--- config.mk ---
export PLATFORM = sky130hd
export DESIGN_NAME = model_readout
export DESIGN_NICKNAME = d
export VERILOG_FILES = /design/src/rtl/model_readout.sv
export SDC_FILE = /design/constraint.sdc
export NUM_CORES = 1
export LEC_CHECK = 0
export CAP_MARGIN = 20
export CORE_MARGIN = 2
export CORE_UTILIZATION = 51
export CTS_CLUSTER_DIAMETER = 150
export DETAILED_ROUTE_END_ITERATION = 8
export GPL_TIMING_DRIVEN = 1
export PLACE_DENSITY_LB_ADDON = 0.1
export SYNTH_ARGS = -nofsm -noshare
export SYNTH_HDL_FRONTEND = slang
export SYNTH_SLANG_ARGS = --single-unit
--- constraint.sdc ---
create_clock -name clk -period 2.92 [get_ports clk]
set_clock_uncertainty 0.1 [all_clocks]
set_input_delay 0.73 -clock clk [delete_from_list [all_inputs] [get_ports clk]]
set_output_delay 0.73 -clock clk [all_outputs]
set_load 0.01 [all_outputs]
--- src/rtl/model_readout.sv ---
// Streams the DPLL solution to the host as DIMACS-style signed literals, one per variable,
// followed by a 0 terminator, over a valid/ready handshake.
module model_readout #(
    parameter int unsigned MAX_VARS = 256,
    parameter int unsigned IDX_W    = $clog2(MAX_VARS),
    parameter int unsigned CNT_W    = $clog2(MAX_VARS + 1)
) (
    input  logic             clk,
    input  logic             rst_n,
    input  logic             solve_done,
    input  logic             solve_sat,
    input  logic [CNT_W-1:0] num_vars,
    input  logic             start,
    output logic [IDX_W-1:0] assign_rd_addr,
    input  logic [1:0]       assign_rd_data,
    output logic             out_valid,
    output logic [31:0]      out_literal,
    output logic             out_last,
    input  logic             out_ready,
    output logic             busy,
    output logic             done,
    output logic [CNT_W-1:0] unassigned_cnt,
    output logic             illegal_seen
);

    typedef enum logic [2:0] {
        StIdle,
        StAddr,
        StCapt,
        StEmit,
        StTerm,
        StDone
    } state_t;

    state_t           r_state;
    state_t           w_state_d;
    logic [IDX_W-1:0] r_idx;
    logic [CNT_W-1:0] r_nv;
    logic [31:0]      r_literal;
    logic [CNT_W-1:0] r_unassigned;
    logic             r_illegal;

    logic             w_start_acc;
    logic             w_hs;
    logic             w_last_var;
    logic [CNT_W-1:0] w_nv;
    logic [31:0]      w_var;

    assign w_start_acc = start && (r_state == StIdle) && solve_done;
    assign w_hs        = out_valid && out_ready;
    assign w_nv        = (num_vars > CNT_W'(MAX_VARS)) ? CNT_W'(MAX_VARS) : num_vars;
    assign w_last_var  = (CNT_W'(r_idx) == (r_nv - CNT_W'(1)));
    // Variable number is one above its assignment index.
    assign w_var       = 32'(r_idx) + 32'd1;

    always_comb begin
        w_state_d = r_state;
        unique case (r_state)
            StIdle: begin
                if (w_start_acc) begin
                    w_state_d = (solve_sat && (w_nv != '0)) ? StAddr : StTerm;
                end
            end
            StAddr: w_state_d = StCapt;
            StCapt: w_state_d = StEmit;
            StEmit: begin
                if (w_hs) begin
                    w_state_d = w_last_var ? StTerm : StAddr;
                end
            end
            StTerm: begin
                if (w_hs) begin
                    w_state_d = StDone;
                end
            end
            StDone:  w_state_d = StIdle;
            default: w_state_d = StIdle;
        endcase
    end

    always_ff @(posedge clk or negedge rst_n) begin
        if (!rst_n) begin
            r_state <= StIdle;
        end else begin
            r_state <= w_state_d;
        end
    end

    always_ff @(posedge clk or negedge rst_n) begin
        if (!rst_n) begin
            r_idx        <= '0;
            r_nv         <= '0;
            r_literal    <= '0;
            r_unassigned <= '0;
            r_illegal    <= 1'b0;
        end else begin
            if (w_start_acc) begin
                r_nv         <= w_nv;
                r_idx        <= '0;
                r_unassigned <= '0;
                r_illegal    <= 1'b0;
            end
            if (r_state == StCapt) begin
                case (assign_rd_data)
                    2'b10: r_literal <= w_var;
                    2'b01: r_literal <= -w_var;
                    2'b00: begin
                        r_literal <= -w_var;
                        if (r_unassigned != r_nv) begin
                            r_unassigned <= r_unassigned + CNT_W'(1);
                        end
                    end
                    default: begin
                        r_literal <= -w_var;
                        r_illegal <= 1'b1;
                    end
                endcase
            end
            if ((r_state == StEmit) && w_hs && !w_last_var) begin
                r_idx <= r_idx + IDX_W'(1);
            end
        end
    end

    assign assign_rd_addr = r_idx;
    assign out_valid      = (r_state == StEmit) || (r_state == StTerm);
    assign out_literal    = (r_state == StEmit) ? r_literal : 32'd0;
    assign out_last       = (r_state == StTerm);
    assign busy           = (r_state != StIdle);
    assign done           = (r_state == StDone);
    assign unassigned_cnt = r_unassigned;
    assign illegal_seen   = r_illegal;

endmodule

# Word level (Yosys, flattened, before mapping)
# Cells that the tools add are included.
# Widths: inputs -> output; s select.
# op_classes
add_sub_neg,5
mul,0
n_div,0
magnitude_cmp,1
n_eq_ne,12
shift,0
muxes,18
bitwise,0
reduce_logical,15
# ops
op,n
$mux 32,2
$mux 9,5
$neg 9->32,1
$mux 8,2
$mux 3,5
$pmux 3 s5,1
$add 8x1->9 const B,1
$add 9x1->9 const B,1
$eq 8x9->1,1
$gt 9x9->1 const B,1
$ne 9x9->1,1
$reduce_bool 9->1,1
$sub 9x1->9 const B,1
$add 8x1->8 const B,1
$eq 3x2->1 const B,2
$eq 3x3->1 const B,2
$logic_and 1x1->1,6
$ne 2x2->1 const B,2
$eq 3x1->1 const B,1
$logic_not 3->1,1
$mux 1,3
$reduce_and 3->1,1
$reduce_bool 3->1,1
$reduce_or 3->1,1
7 further kinds,7
# totals
ff_bits,62
latchBits,0
ram_bits,0
rom_bits,0
in_bits,17
out_inout_bits,54
word_cells,57
mem_count,0

# Depth between registers and ports, before layout
# logic_depth
depth_word,7
depth_mapped,10
ltp_nobuf,9

# Worst setup path after synthesis
# OpenSTA, ideal clock, no wires.
# synth_path
path_type,reg2reg
from,register r_nv[0]
to,register r_idx[4] (netlist: assign_rd_addr[4])
setup_ps,119
t_arrival_ps,1982
required_ps,2701
path_slack_ps,719
path_stages_with_launch,9
n_path_buf,0
period_less_slack_ps,2201
cell_sequence,dfrtp_1 inv_1 ha_1 nor2b_1 or3_1 a311oi_2 o221ai_4 o211ai_1 a21bo_1
# synth_via
elab_chain_len,5
# synth_rtl
item,line,text
"start, declared",38,logic [CNT_W-1:0] r_nv;
"start signal, assigned",98,r_nv <= w_nv;
$sub 9x1->9 *,52,assign w_last_var = (CNT_W'(r_idx) == (r_nv - CNT_W'(1)));
$eq 8x9->1 *,52,
$logic_not 1->1 *,119,if ((r_state == StEmit) && w_hs && !w_last_var) begin
$logic_and 1x1->1 *,119,
$mux 8 or $reduce_bool 2->1 (tied branches),--,
"end signal, assigned",120,r_idx <= r_idx + IDX_W'(1);
"end, declared",37,logic [IDX_W-1:0] r_idx;
# Mark *: on every way between the ends. The rest lies on a longest branch, timed or not.
# A chain may end at the register's enable or synchronous reset.

# Worst setup path after layout
# layout_path
from,register r_state[1]
to,output out_literal[11]
# layout_via
elab_chain_len,2
# layout_rtl
item,line,text
"start, declared",35,state_t r_state;
"start signal, assigned",83,r_state <= StIdle;
"start signal, assigned",85,r_state <= w_state_d;
$eq 3x2->1,127,assign out_literal = (r_state == StEmit) ? r_literal : 32'd0;
$mux 32,127,
"end, declared",17,"output logic [31:0] out_literal,"
# Every way passes these cells.

==> summary.md <==
| Metric | Value |
|---|---|
| Outcome | finished, final reports clean |
| CTS Sinks | 47 |
| Post-Syn Area per Cell | 8.71 sq um |
| Max Cap Viol | 0 |
| Setup CP Type | flop to output port |
| Slew HR | 55.9% |
| Die ar. | 6790 sq um |
| Total CTS buffers | 5 |
| Most used DFF post-synth | dfrtp_1 |
| Post-DP Area | 3780 sq um |
| Via-per-instance ratio | ~5.4 |
| 1st-pass router iterations | 4 |
| Final core utilization | ~66% |
| Setup ws final | 164 ps |
| Seq cells post-synth | between 40 and 50 |
| Post-route ant nets | 0 |
| CTS tree | done |
| Global-route wire length before repair | approximately 11000 um |
| Sequential-to-total area share from yosys stat | 37.5% |
| Worst Tran Pin Value | ~660 ps |
| Layout net count | 428 |
| Fmax | 363 MHz |
| Ranking of synthesized cells by area | dfrtp_1, nand2_1, xor2_1 |
| Crit-path max FO | 18 |
| Via count | 2617 |
| Ant diodes | 0 |
| Endpoints failing hold | 0 |
| H-Tree Depth | 2 |
| Setup_tns | 0 ps |
| Crit path largest cell delay | 550 ps |
| Crit share post-route | 94.4% |
| Area Growth Syn to Fin | 23.9% |
| Cell count after synthesis | 360 |
| Global-route usage over all layers | a little over a fifth |
| Design Area, Final | 3890 sq um |
| Share of cells above drive strength 1 | between 7 and 8% |
| Arrival time worst endpoint | 1930 ps |
| Avg WL per Cell | about 14 um |
| Yosys top cell area share | 37.5% |
| Fin cells | 483 |
| CORE AREA | 5920 sq um |
| Clk Latency, worst-skew pair | 300 ps |
| Largest net degree at the start of global routing | 27 |
| Final setup fails | 0 |
| Pwr/cell area | about 930 nW/um^2 |
| Die Y-Extent | 82.4 um |
| GPL Wtd Cong | 0.870 |
| Root Buffer | clkbuf_8 |
| Worst endpoint required time | 2090 ps |
| DR iter-0 viols | 200 |
| Ys Warns | 0 |
| Hold buffers post-CTS | 0 |
| Top Ports | 71 |
| Post-synthesis cell area | 3140 sq um |
| Net Count, Synth | 381 |
| Asr flop ratio synth | 100% |
| Rows | 28 |
| PortBufs | 70 |
| Worst setup EP type | output port |
| Hold/Removal Path Class | input port to asynchronous set/reset pin |
| Vias in the first global route | 2355 |
| Fin crit period | 2760 ps |
| Total gr overflow | 0 |
| Number of synthesized flops with an enable pin | 0 |
| Netlist cell types | 58 |
| Crit-path cells | nand2_1 -> nor2_1 -> buf_4 -> and2_1 -> clkdlybuf4s50_1 |
| DPL Wire Length | between 4000 and 5000 um |
| Peak supply drop | 0.000466 V |
| Fin. max-slew vios | 0 |
| Critical path startpoint category | flop |
| Crit path max-delay cell type | clkdlybuf4s50_1 |
| Commonest cells post-synth | nand2_1, dfrtp_1, nor2_1, and2_1, xor2_1 |
| Initial Utilization | 53.0% |
| RSZ-0062 raised after global routing | no |
| Cell accounting for the most synthesized area | dfrtp_1 |
| Top-count cell post-synth | nand2_1 |
| Pre-CTS setup slack | 129 ps |
| Initial antenna violation count | 0 |
| Post-route DRC | 0 |
| CTS Buffer Depth | 2 |
| Placed cell count | approximately 480 |
| Clk slew on worst S/H paths | approximately 80 ps |
| Leakage power | 0.00175 uW |
| Die Wd | slightly above 80 um |
| Drt total wl | 6570 um |
[metrics by stage]
step / total power (uW) / hold WS [ps]
after global placement: 3170 / 350
after global routing: 3940 / 346
after detailed placement: 3220 / 357
after CTS: 3650 / 326
after floorplan: 2530 / 334
final: 3620 / 307
[timing repair]
item / CTS / global route
setup buffers: 0 / 0
endpoints found under the hold margin: 0 / 0
setup endpoints to repair: 0 / 25
resized for setup: 0 / 2
[metal layers]
layer  vias up  routed length (um)  GRT usage (%)  part of all wire, %
li1       1319                   -              -                    -
met1      1228                2980           27.5                   45
met2        63                3250           36.0                   49
met3         7                 278           3.48                  4.2
met4         0                  62           4.83                 0.94
met5         -                   0              0                    0
[sequential cells by signal, indices dropped and copies added, names as in the netlist]
register / cells
assign_rd_addr: 8
r_nv: 9
illegal_seen: 1
r_literal: 17
r_state: 3
unassigned_cnt: 9
[report_power, final]
part / switching (uW) / internal (uW) / total, uW
combinational: 924 / 1070 / 1990
sequential: 312 / 891 / 1200
clock: 209 / 216 / 425
[path summary, 6_finish.rpt]
check                               from           endpoint  slack (ps)  cells past startpoint
max reg2reg                      r_nv[0]  assign_rd_addr[1]         350                      8
min reg2reg                r_literal[26]      r_literal[26]         370                      2
max in group asynchronous          rst_n       illegal_seen        1900                      2
min                                rst_n       r_literal[3]         310                      1
max                           r_state[1]    out_literal[11]         160                      5
min in group clk           r_literal[26]      r_literal[26]         370                      2
[final cells by class]
type / count / area [sq um]
sequential: 47 / 1180
clock buffer: 8 / 100
inverter: 4 / 15.0
timing repair buffer: 77 / 761
tap: 75 / 93.8
multi-input combinational: 272 / 1740
fill: 506 / 2030
[cells in the final DEF (no fill, tap or decap), types with 3 or more instances in the layout]
| master | instances |
|---|---|
| and3_1 | 3 |
| o211a_1 | 3 |
| nand3_1 | 4 |
| buf_4 | 6 |
| xor2_1 | 19 |
| nor2_1 | 28 |
| and2_1 | 22 |
| and3b_1 | 3 |
| mux2i_1 | 6 |
| nor2b_1 | 7 |
| dfrtp_1 | 45 |
| or3_1 | 4 |
| a21oi_1 | 4 |
| o21ai_0 | 15 |
| o21ai_1 | 3 |
| nand4_1 | 7 |
| a21o_1 | 7 |
| inv_1 | 4 |
| nand3b_1 | 8 |
| xnor2_1 | 12 |
| o211ai_1 | 4 |
| ha_1 | 4 |
| clkdlybuf4s50_1 | 69 |
| clkbuf_8 | 7 |
| nor3_1 | 7 |
| nand2_1 | 59 |
[cells by family after synthesis]
group	count (synthesis)	synth area share, %
buffers and inverters	41	7.06
AO/OA/AOI/OAI	56	13.8
flip-flops	47	37.5
XOR/XNOR	31	8.66
AND/OR/NAND/NOR	174	29.1
adder cells (fa/ha/maj)	4	1.60
multiplexers	7	2.27
[worst max-delay path, delay by kind of cell (launching register included)]
| kind | cells | cell delay (ps) |
|---|---|---|
| buffers and inverters | 2 | 770 |
| flip-flops | 1 | 430 |
| AND/OR/NAND/NOR | 3 | 430 |
(Power assumes the default switching activity.)
